==> src/rtl/prf_wb_arbiter_pkg.sv <==
// Shared core parameters and the writeback request type used by the
// writeback arbiter and its per-pipe FIFOs.
//   NUM_FUS      : execute pipes in the core (default requester count)
//   NUM_PREGS    : physical register file depth
//   NUM_WB_PORTS : register file execute-side write ports
//   wb_req_t     : one buffered result {val, dst}
package prf_wb_arbiter_pkg;
  localparam int NUM_FUS      = 4;
  localparam int NUM_PREGS    = 64;
  localparam int NUM_WB_PORTS = 2;
  localparam int PREG_W_DEF   = $clog2(NUM_PREGS);

  typedef struct packed {
    logic [31:0]           val;
    logic [PREG_W_DEF-1:0] dst;
  } wb_req_t;
endpackage

==> src/rtl/prf_wb_arbiter_if.sv <==
// Execute-pipe / register-file writeback bus.
//   flush                      : pipeline flush
//   req_valid/req_val/req_dst  : one result per execute pipe
//   req_ready                  : per-pipe FIFO has room
//   wr_valid/wr_val/wr_dst     : registered register file writes
// master = execute/regfile side, slave = arbiter.
interface prf_wb_arbiter_if
  import prf_wb_arbiter_pkg::*;
#(
  parameter int NUM_REQ      = NUM_FUS,
  parameter int NUM_WR_PORTS = NUM_WB_PORTS,
  parameter int PREG_W       = PREG_W_DEF
);
  logic                                flush;
  logic [NUM_REQ-1:0]                  req_valid;
  logic [NUM_REQ-1:0][31:0]            req_val;
  logic [NUM_REQ-1:0][PREG_W-1:0]      req_dst;
  logic [NUM_REQ-1:0]                  req_ready;
  logic [NUM_WR_PORTS-1:0]             wr_valid;
  logic [NUM_WR_PORTS-1:0][31:0]       wr_val;
  logic [NUM_WR_PORTS-1:0][PREG_W-1:0] wr_dst;

  modport master (
    output flush, req_valid, req_val, req_dst,
    input  req_ready, wr_valid, wr_val, wr_dst
  );

  modport slave (
    input  flush, req_valid, req_val, req_dst,
    output req_ready, wr_valid, wr_val, wr_dst
  );
endinterface

==> src/rtl/wb_fifo2.sv <==
// Two-entry FIFO holding buffered writeback results for one execute pipe.
//   clk, rst (sync, active low), flush : clear all entries
//   push/din : enqueue (ignored when full)
//   pop      : dequeue (ignored when empty)
//   full, empty, head : registered occupancy and oldest entry
module wb_fifo2
  import prf_wb_arbiter_pkg::*;
(
  input  logic    clk,
  input  logic    rst,
  input  logic    flush,
  input  logic    push,
  input  logic    pop,
  input  wb_req_t din,
  output logic    full,
  output logic    empty,
  output wb_req_t head
);
  wb_req_t    mem [2];
  logic       rd_ptr, wr_ptr;
  logic [1:0] cnt;
  logic       do_push, do_pop;

  assign full    = (cnt == 2'd2);
  assign empty   = (cnt == 2'd0);
  // Full blocks a push even if the same edge pops: ready is based on the
  // registered count only.
  assign do_push = push && !full;
  assign do_pop  = pop && !empty;
  assign head    = mem[rd_ptr];

  always_ff @(posedge clk) begin
    if (!rst || flush) begin
      cnt    <= '0;
      rd_ptr <= 1'b0;
      wr_ptr <= 1'b0;
    end else begin
      if (do_push) wr_ptr <= ~wr_ptr;
      if (do_pop)  rd_ptr <= ~rd_ptr;
      cnt <= cnt + {1'b0, do_push} - {1'b0, do_pop};
    end
  end

  // Storage needs no reset; occupancy is tracked by cnt.
  always_ff @(posedge clk) begin
    if (do_push) mem[wr_ptr] <= din;
  end
endmodule

==> src/rtl/prf_wb_arbiter.sv <==
// Writeback arbiter: buffers one result per execute pipe per cycle in a
// 2-entry FIFO and grants up to NUM_WR_PORTS heads per cycle round-robin,
// driving them as registered register file writes.
//   clk, rst : clock, synchronous active-low reset
//   bus      : slave side of prf_wb_arbiter_if (flush, req_*, wr_*)
module prf_wb_arbiter
  import prf_wb_arbiter_pkg::*;
#(
  parameter int NUM_REQ      = NUM_FUS,
  parameter int NUM_WR_PORTS = NUM_WB_PORTS,
  parameter int PREG_W       = PREG_W_DEF
)(
  input logic              clk,
  input logic              rst,
  prf_wb_arbiter_if.slave  bus
);
  localparam int RR_W = (NUM_REQ > 1) ? $clog2(NUM_REQ) : 1;
  localparam int PW   = (NUM_WR_PORTS > 1) ? $clog2(NUM_WR_PORTS) : 1;

  logic    [NUM_REQ-1:0] full, empty, push, grant;
  wb_req_t [NUM_REQ-1:0] din, head;

  logic [RR_W-1:0]                   rr_ptr, rr_nxt;
  logic [NUM_WR_PORTS-1:0]           sel_vld;
  logic [NUM_WR_PORTS-1:0][RR_W-1:0] sel_idx;

  logic [NUM_WR_PORTS-1:0]             wr_valid;
  logic [NUM_WR_PORTS-1:0][31:0]       wr_val;
  logic [NUM_WR_PORTS-1:0][PREG_W-1:0] wr_dst;

  // Per-pipe buffering; writes to p0 complete the handshake but are dropped.
  for (genvar i = 0; i < NUM_REQ; i++) begin : g_lane
    assign din[i]  = {bus.req_val[i], bus.req_dst[i]};
    assign push[i] = bus.req_valid[i] && !full[i] && (bus.req_dst[i] != '0);

    wb_fifo2 u_fifo (
      .clk   (clk),
      .rst   (rst),
      .flush (bus.flush),
      .push  (push[i]),
      .pop   (grant[i]),
      .din   (din[i]),
      .full  (full[i]),
      .empty (empty[i]),
      .head  (head[i])
    );
  end

  assign bus.req_ready = ~full;

  // Round-robin multi-grant: scan from rr_ptr, k-th non-empty FIFO gets port k.
  always_comb begin
    int              ng;
    int              idx;
    logic [RR_W-1:0] idx_r;
    grant   = '0;
    sel_vld = '0;
    sel_idx = '0;
    rr_nxt  = rr_ptr;
    ng      = 0;
    idx     = 0;
    idx_r   = '0;
    for (int k = 0; k < NUM_REQ; k++) begin
      idx = int'(rr_ptr) + k;
      if (idx >= NUM_REQ) idx = idx - NUM_REQ;
      idx_r = RR_W'(idx);
      if (!empty[idx_r] && ng < NUM_WR_PORTS) begin
        grant[idx_r]        = 1'b1;
        sel_vld[PW'(ng)]    = 1'b1;
        sel_idx[PW'(ng)]    = idx_r;
        ng                  = ng + 1;
        rr_nxt              = (idx == NUM_REQ - 1) ? '0 : RR_W'(idx + 1);
      end
    end
  end

  // Flush keeps rr_ptr and the last data; only reset clears them.
  always_ff @(posedge clk) begin
    if (!rst) begin
      rr_ptr   <= '0;
      wr_valid <= '0;
      wr_val   <= '0;
      wr_dst   <= '0;
    end else if (bus.flush) begin
      wr_valid <= '0;
    end else begin
      wr_valid <= sel_vld;
      rr_ptr   <= rr_nxt;
      for (int j = 0; j < NUM_WR_PORTS; j++) begin
        if (sel_vld[j]) begin
          wr_val[j] <= head[sel_idx[j]].val;
          wr_dst[j] <= head[sel_idx[j]].dst;
        end
      end
    end
  end

  assign bus.wr_valid = wr_valid;
  assign bus.wr_val   = wr_val;
  assign bus.wr_dst   = wr_dst;
endmodule

==> src/flat_wrapper.sv <==
// flat-port wrapper written by rule: the top's interface ports become plain ports
module prf_wb_arbiter_flat import prf_wb_arbiter_pkg::*;
#(
  parameter int NUM_REQ      = NUM_FUS,
  parameter int NUM_WR_PORTS = NUM_WB_PORTS,
  parameter int PREG_W       = PREG_W_DEF
)
  (clk, rst, bus_flush, bus_req_valid, bus_req_val, bus_req_dst, bus_req_ready, bus_wr_valid, bus_wr_val, bus_wr_dst);
  prf_wb_arbiter_if #(.NUM_REQ(NUM_REQ), .NUM_WR_PORTS(NUM_WR_PORTS), .PREG_W(PREG_W)) bus_i ();
  input logic clk;
  input logic rst;
  input wire logic [$bits(bus_i.flush)-1:0] bus_flush;
  input wire logic [$bits(bus_i.req_valid)-1:0] bus_req_valid;
  input wire logic [$bits(bus_i.req_val)-1:0] bus_req_val;
  input wire logic [$bits(bus_i.req_dst)-1:0] bus_req_dst;
  output wire logic [$bits(bus_i.req_ready)-1:0] bus_req_ready;
  output wire logic [$bits(bus_i.wr_valid)-1:0] bus_wr_valid;
  output wire logic [$bits(bus_i.wr_val)-1:0] bus_wr_val;
  output wire logic [$bits(bus_i.wr_dst)-1:0] bus_wr_dst;
  assign bus_i.flush = bus_flush;
  assign bus_i.req_valid = bus_req_valid;
  assign bus_i.req_val = bus_req_val;
  assign bus_i.req_dst = bus_req_dst;
  assign bus_req_ready = bus_i.req_ready;
  assign bus_wr_valid = bus_i.wr_valid;
  assign bus_wr_val = bus_i.wr_val;
  assign bus_wr_dst = bus_i.wr_dst;
  prf_wb_arbiter #(.NUM_REQ(NUM_REQ), .NUM_WR_PORTS(NUM_WR_PORTS), .PREG_W(PREG_W)) u_core (.clk(clk), .rst(rst), .bus(bus_i));
endmodule
==> config.mk <==
export PLATFORM = sky130hd
export DESIGN_NAME = prf_wb_arbiter_flat
export DESIGN_NICKNAME = d
export VERILOG_FILES = /design/src/rtl/prf_wb_arbiter_pkg.sv /design/src/rtl/prf_wb_arbiter_if.sv /design/src/rtl/wb_fifo2.sv /design/src/rtl/prf_wb_arbiter.sv /design/src/flat_wrapper.sv
export SDC_FILE = /design/constraint.sdc
export NUM_CORES = 1
export LEC_CHECK = 0
export ABC_AREA = 1
export CAP_MARGIN = 15
export CORE_MARGIN = 10
export CORE_UTILIZATION = 35
export DETAILED_ROUTE_END_ITERATION = 10
export GPL_TIMING_DRIVEN = 0
export PLACE_DENSITY = 0.61
export RECOVER_POWER = 50
export SETUP_SLACK_MARGIN = 0.1
export SYNTH_ARGS = -nofsm -noshare
export SYNTH_HDL_FRONTEND = slang
export SYNTH_SLANG_ARGS = --single-unit
==> constraint.sdc <==
create_clock -name clk -period 4.05 [get_ports clk]
set_input_delay 0.405 -clock clk [delete_from_list [all_inputs] [get_ports clk]]
set_output_delay 0.405 -clock clk [all_outputs]
set_load 0.03 [all_outputs]
After elaboration in Yosys (flattened, before gate mapping)
Memory sizes are Yosys's and may differ from the RTL's. A register that Yosys moved wholly into a read port is not among the register bits.
Index checks and enable logic that the tools add are counted.
- register bits after elaboration: 96
- latch bits: 0
- bits in writable memories: 304
- bits in read-only memories: 0
- input port bits: 159
- output and inout bits: 82
- word-level logic and storage cells: 221
- memories kept: 4
- memory list (memory ; depth ; width ; read ports ; clocked after memory_dff ; write ports ; line ; text):
    u_core.g_lane[0].u_fifo.mem ; 2 ; 38 ; 1 ; 1 ; 1 ; wb_fifo2.sv:19 ; wb_req_t mem [2];
    u_core.g_lane[1].u_fifo.mem ; 2 ; 38 ; 1 ; 1 ; 1 ; wb_fifo2.sv:19 ;
    u_core.g_lane[2].u_fifo.mem ; 2 ; 38 ; 1 ; 1 ; 1 ; wb_fifo2.sv:19 ;
    u_core.g_lane[3].u_fifo.mem ; 2 ; 38 ; 1 ; 1 ; 1 ; wb_fifo2.sv:19 ;
- add/subtract/negate cells: 21
- multipliers: 0
- divide/modulo/power cells: 0
- magnitude comparators: 23
- equal/unequal tests: 9
- shift operators: 0
- mux-type cells: 78
- bitwise operators: 17
- reductions and logical operators: 51
- operators by type and width (cell ; count):
    $mux W32 ; 6
    $bmux W38 S2 ; 2
    $eq A32 B3 Y1 const B ; 4
    $ge A32 B4 Y1 const B ; 3
    $sub A32 B4 Y32 const B ; 3
    $mux W38 ; 2
    $lt A32 B3 Y1 const B ; 2
    $add A32 B2 Y32 const B ; 1
    $mux W2 ; 15
    $mux W1 ; 29
    $mux W4 ; 7
    $logic_and A1 B1 Y1 ; 26
    $reduce_bool A6 Y1 ; 4
    $lt A2 B3 Y1 const B ; 6
    $bwmux W4 ; 3
    $logic_not A1 Y1 ; 12
    $or A4 B4 Y4 ; 3
    $not A1 Y1 ; 10
    $lt A1 B3 Y1 const B ; 3
    $add A2 B1 Y2 ; 4
    $add A2 B2 Y2 const B ; 4
    $bmux W1 S2 ; 4
    $demux W1 S2 ; 4
    $eq A2 B2 Y1 const B ; 4
    19 further kinds ; 38

Longest topological paths before layout
- depth after elaboration: 19
- depth in mapped cells: 18
- gate-level depth less buffers: 18

By module
A second synthesis with hierarchy kept.
- cell total of the unflattened synthesis: 1458
- area total of the unflattened synthesis: 16897.5 um2
- by module, submodules not included (module ; times used ; cells each ; area an instance (um2) ; sequential area each (um2)):
    wb_fifo2 ; 4 ; 157 ; 3079.2 ; 2382.3
    prf_wb_arbiter ; 1 ; 830 ; 4580.6 ; 820.8

Worst setup path before layout
No wires, ideal clock.
- path kind: input to register
- start: input bus_req_valid[0]
- end: memory u_core.g_lane[0].u_fifo.mem[1][0] in the netlist's numbering, enable pin
- setup time: 0.435 ns
- arrival: 2.372 ns
- required time: 3.615 ns
- path slack: 1.243 ns
- stages on the path: 3
- buffers on the path: 0
- cell sequence: a21boi_0 nand2_1 nor2_1
- longest elaborated chain between the ends: 5
- RTL lines (item ; line ; text):
    from (decl) ; flat_wrapper.sv:13 ; input wire logic [$bits(bus_i.req_valid)-1:0] bus_req_valid;
    $logic_and A1 B1 Y1 (2 in a row) ; prf_wb_arbiter.sv:34 ; assign push[i] = bus.req_valid[i] && !full[i] && (bus.req_dst[i] != '0);
    $logic_and A1 B1 Y1 ; wb_fifo2.sv:28 ; assign do_push = push && !full;
    $mux W1 ; wb_fifo2.sv:46 ; if (do_push) mem[wr_ptr] <= din;
    $mux W1 (implied by the code) ; wb_fifo2.sv:46 ;
    to (decl) ; wb_fifo2.sv:19 ;
No other way between the ends.

Worst setup path after layout
- start: register u_core.rr_ptr[1]
- end: register u_core.g_lane[2].u_fifo.cnt[1]
- longest elaborated chain between the ends: 16
- elaborated cells between the ends (all ways): 66
- classes of those cells: add/sub (10); order compare (15); mux (27); bitwise (3); reduce/logical (11)
- RTL lines (item ; line ; text):
    from (decl) ; prf_wb_arbiter.sv:23 ; logic [RR_W-1:0] rr_ptr, rr_nxt;
    from (signal assigned) ; prf_wb_arbiter.sv:88 ; rr_ptr <= rr_nxt;
    $add A2 B1 Y3 (tied with other cells) ; prf_wb_arbiter.sv:64 ; idx = int'(rr_ptr) + k;
    $sub A32 B4 Y32 (tied with other cells) ; prf_wb_arbiter.sv:65 ; if (idx >= NUM_REQ) idx = idx - NUM_REQ;
    $mux W32 / $bmux W1 S2 (equally long branches) ; prf_wb_arbiter.sv:65, prf_wb_arbiter.sv:67 ;
    $bmux W1 S2 / $mux W1 (equally long branches) ; prf_wb_arbiter.sv:67 ; if (!empty[idx_r] && ng < NUM_WR_PORTS) begin
    $mux W1 (implied by the code) ; prf_wb_arbiter.sv:67 ;
    $logic_not A1 Y1 / $lt A1 B2 Y1 (equally long branches) ; prf_wb_arbiter.sv:67 ;
    $logic_and A1 B1 Y1 ; prf_wb_arbiter.sv:67 ;
    $mux W32 ; prf_wb_arbiter.sv:67 ;
    $lt A32 B3 Y1 ; prf_wb_arbiter.sv:67 ;
    $logic_and A1 B1 Y1 ; prf_wb_arbiter.sv:67 ;
    $mux W32 ; prf_wb_arbiter.sv:67 ;
    $lt A32 B3 Y1 ; prf_wb_arbiter.sv:67 ;
    $logic_and A1 B1 Y1 ; prf_wb_arbiter.sv:67 ;
    $mux W4 * ; prf_wb_arbiter.sv:67 ;
    $logic_and A1 B1 Y1 * ; wb_fifo2.sv:29 ; assign do_pop = pop && !empty;
    named net u_core.g_lane[2].u_fifo.do_pop ; wb_fifo2.sv:22 ; logic do_push, do_pop;
    $sub A2 B1 Y2 * ; wb_fifo2.sv:40 ; cnt <= cnt + {1'b0, do_push} - {1'b0, do_pop};
    to (signal assigned) ; wb_fifo2.sv:40 ;
    to (decl) ; wb_fifo2.sv:21 ; logic [1:0] cnt;
The timed path passes the listed nets; every way through them passes the cells marked *. The select of a mux whose other input is x is not followed.
A chain may end at the register's enable or synchronous reset.

==> impl_metrics.toml <==
[power]
p_int_w = 0.008292
p_sw_frac = 0.3838
combPwrFrac = 0.379
power_switching_w = 0.005165
peakVddDrop_uv = 349.2
p_leak_nw = 7.498
power_w = 0.01346
p_clk_frac = 0.279
pwr-share-seq = 0.341
p_per_area_nw_per_um2 = 674.1

[synth]
ys_async_sr_fraction = 0
synth_warnings = 0
netlist_instances = 1276
avgSynthCellArea_um2 = 12.13
synth_edf_count = 304
syn_area_um2 = 15480
yosysUniqueCellTypes = 31
ys_seq_area_frac = 0.6687
synth_flop_cell = "edfxtp_1"
ys_ff_latch = 365

[floorplanning]
ioPinCount = 241
initial_core_util = 0.3569
core-area_um2 = 43360
core.rowCount = 76
die_area_um2 = 53030
die_width_um = 230.3
die_h_um = 230.3

[worst_setup_path]
cp_slowest_stage_delay_ns = 0.49
crit_type = "register to register"
end_kind = "register"
r2r_cells = 16
crit_slowest_cell = "dfxtp_1"
cp.arrival_ns = 3.88
path_cells = "inv_1 > ha_1 > inv_1 > nand3_1 > nand2_2 > nand2_1 > nand2_1 > a21oi_4 > nand2_1 > a21oi_1 > ha_1 > inv_1 > ha_1 > xnor2_1 > or2_2 > a21oi_1"
worst-path-max-fanout = 8
cp-start-kind = "register"
required_ns = 4.54

[global_route]
grtUsageMet1 = 0.2001
antenna_found_initial = 21
grt_pass1_wl_mm = 64.88
grt_overflow = 0
grt_usage = 0.1635
use_met2 = 0.2726
met3_usage = 0.05307
grt_pass1_vias = 10450
grt-busiest-layer = "met2"
grt_max_degree = 27

[timing]
hold_viol = 0
max_freq_mhz = 295.1
slew-limit-headroom = -0.4977
worst_pin_slew_ns = 2.238
setup_violations = 0
period_share = 0.8368
skew_ns = 0.03221
drv_slew = 100
rsz0062_at_grt = "no"
setup_tns_ns = 0
fin_crit_ns = 3.389

[cts]
clockBufferDepth = 3
postCtsHoldBufs = 0
cts_tree = "yes"
clk_pin_slew_ns = 0.06
post-cts-setup-buffers = 0
cts-root-buf = "clkbuf_16"
clk_latency_ns = 0.58
htreeDepth = 2
ctsResizeCount = 0
cts.sinks = 365
cts_made_buffers = 41

[outcome]
violations = "capacitance limit, slew limit"
status = "finished with violations"

[place]
placed_area_um2 = 18610
routabilityCongestion = 0.8627
dp_hpwl_mm = 33.65
place_inst = 2108
io_buffers = 201

[finish]
postLayoutCoreUtil = 0.4604
fin_nets = 1739
final_cell_area_um2 = 19970
area_growth_pct = 29.00
drive_above_1_share = 0.1019
layout.cells.non_filler = 2194

[routing]
wl_per_cell_um = 20.27
viasPerCell = 4.706
drt_wl_total_mm = 44.48
drc = 0
drt_pass1_iterations = 5
vias = 10330
drt_iter0_markers = 695
postRouteAntennaNets = 0

[hold_path]
hp-class = "primary input to register"
whs_path_depth = 1

[job]
maxCapViolCount = 6
final timing paths:
check                                 startpoint                                 to  slack [ns]
hold / removal                   bus_req_val[98]  u_core.g_lane[3].u_fifo.mem[1][8]        0.48
hold reg to reg   u_core.g_lane[1].u_fifo.rd_ptr     u_core.g_lane[1].u_fifo.rd_ptr        0.51
setup reg to reg                u_core.rr_ptr[1]     u_core.g_lane[2].u_fifo.cnt[1]        0.66
setup / recovery                u_core.rr_ptr[1]     u_core.g_lane[2].u_fifo.cnt[1]        0.66
logic make-up (layout without fill, tap and decap cells):
family | after synthesis | in the layout | synth area share
buf+inv | 175 | 460 | 0.05602
compound gates | 28 | 28 | 0.01116
fa+ha+maj | 14 | 14 | 0.01132
mux | 152 | 152 | 0.09830
simple gates | 537 | 537 | 0.1520
xor+xnor | 4 | 4 | 0.002263
flops | 365 | 365 | 0.6687
other cells | 1 | 49 | 0.0002423
worst max-delay path, delay by kind of cell, from the launching register on:
family	cells	cell delay (ns)
adders and majority gates	3	0.88
buffers and inverters	3	0.40
DFF	1	0.49
AOI/OAI and AO/OA	3	0.61
and+or+nand+nor	6	0.85
xor gates and xnor gates	1	0.07
cell type report:
cell class	instances	area, µm²
repair buffers	209	2202
inverters	75	281.5
clock buffers	51	1146
multi-input cells	774	4418
fillers	4017	23400
well taps	585	732.0
diodes	10	25.02
clock inverters	25	225.2
plain buffers	100	585.6
flip-flops and latches	365	10350
state kept, by name, summed over array words and instances (netlist names), named ones only:
signal / count
u_core.g_lane.u_fifo.wr_ptr: 4
u_core.bus.wr_dst: 6
u_core.bus.wr_valid: 1
u_core.bus.wr_val: 32
u_core.rr_ptr: 2
u_core.g_lane.u_fifo.cnt: 8
u_core.g_lane.u_fifo.mem: 304
u_core.g_lane.u_fifo.rd_ptr: 4
routing by layer:
layer  vias up  wire, µm  part of all wire
met5         -        80            0.0018
met3        75      3666             0.082
met1      4910     18640              0.42
li1       5002         -                 -
met4        14       913             0.021
met2       324     21170              0.48
synth_stat cells (all sizes together), types with 5 or more instances:
library cell	count	area share
nor3	5	0.0016
buf	69	0.030
nor2	43	0.012
edfxtp	304	0.59
nand3	202	0.066
inv	75	0.018
dfxtp	61	0.079
nand2	273	0.067
mux2i	152	0.098
a21oi	15	0.0058
clkbuf	31	0.0075
o21ai	6	0.0019
ha	14	0.011
cell usage in the layout (no fill, tap or decap), drive strengths merged, types with 5 or more instances in the layout:
master	n
nor2	43
clkdlybuf4s50	49
nand2	273
mux2i	152
clkbuf	82
dfxtp	61
nor3	5
conb	39
buf	77
edfxtp	304
a21oi	15
clkinv	17
diode	10
inv	77
dlygate4sd3	152
nand3	202
ha	14
o21ai	6
through the flow:
stage	setup slack, ns	hold slack (ns)
floorplan	1.243	0.4670
global placement	-0.9092	0.4771
detailed placement	0.7203	0.5001
CTS	0.6915	0.3826
global route	0.4152	0.4656
finish	0.6610	0.4793
power by group through the flow:
stage / clock [W] / sequential [W] / combinational, W
detailed placement: 0 / 0.00467 / 0.00516
global placement: 0 / 0.00468 / 0.00506
CTS: 0.00383 / 0.00459 / 0.00517
global route: 0.00399 / 0.00463 / 0.00560
finish: 0.00376 / 0.00460 / 0.00511
floorplan: 0 / 0.00492 / 0.00291
(Power assumes the default switching activity.)
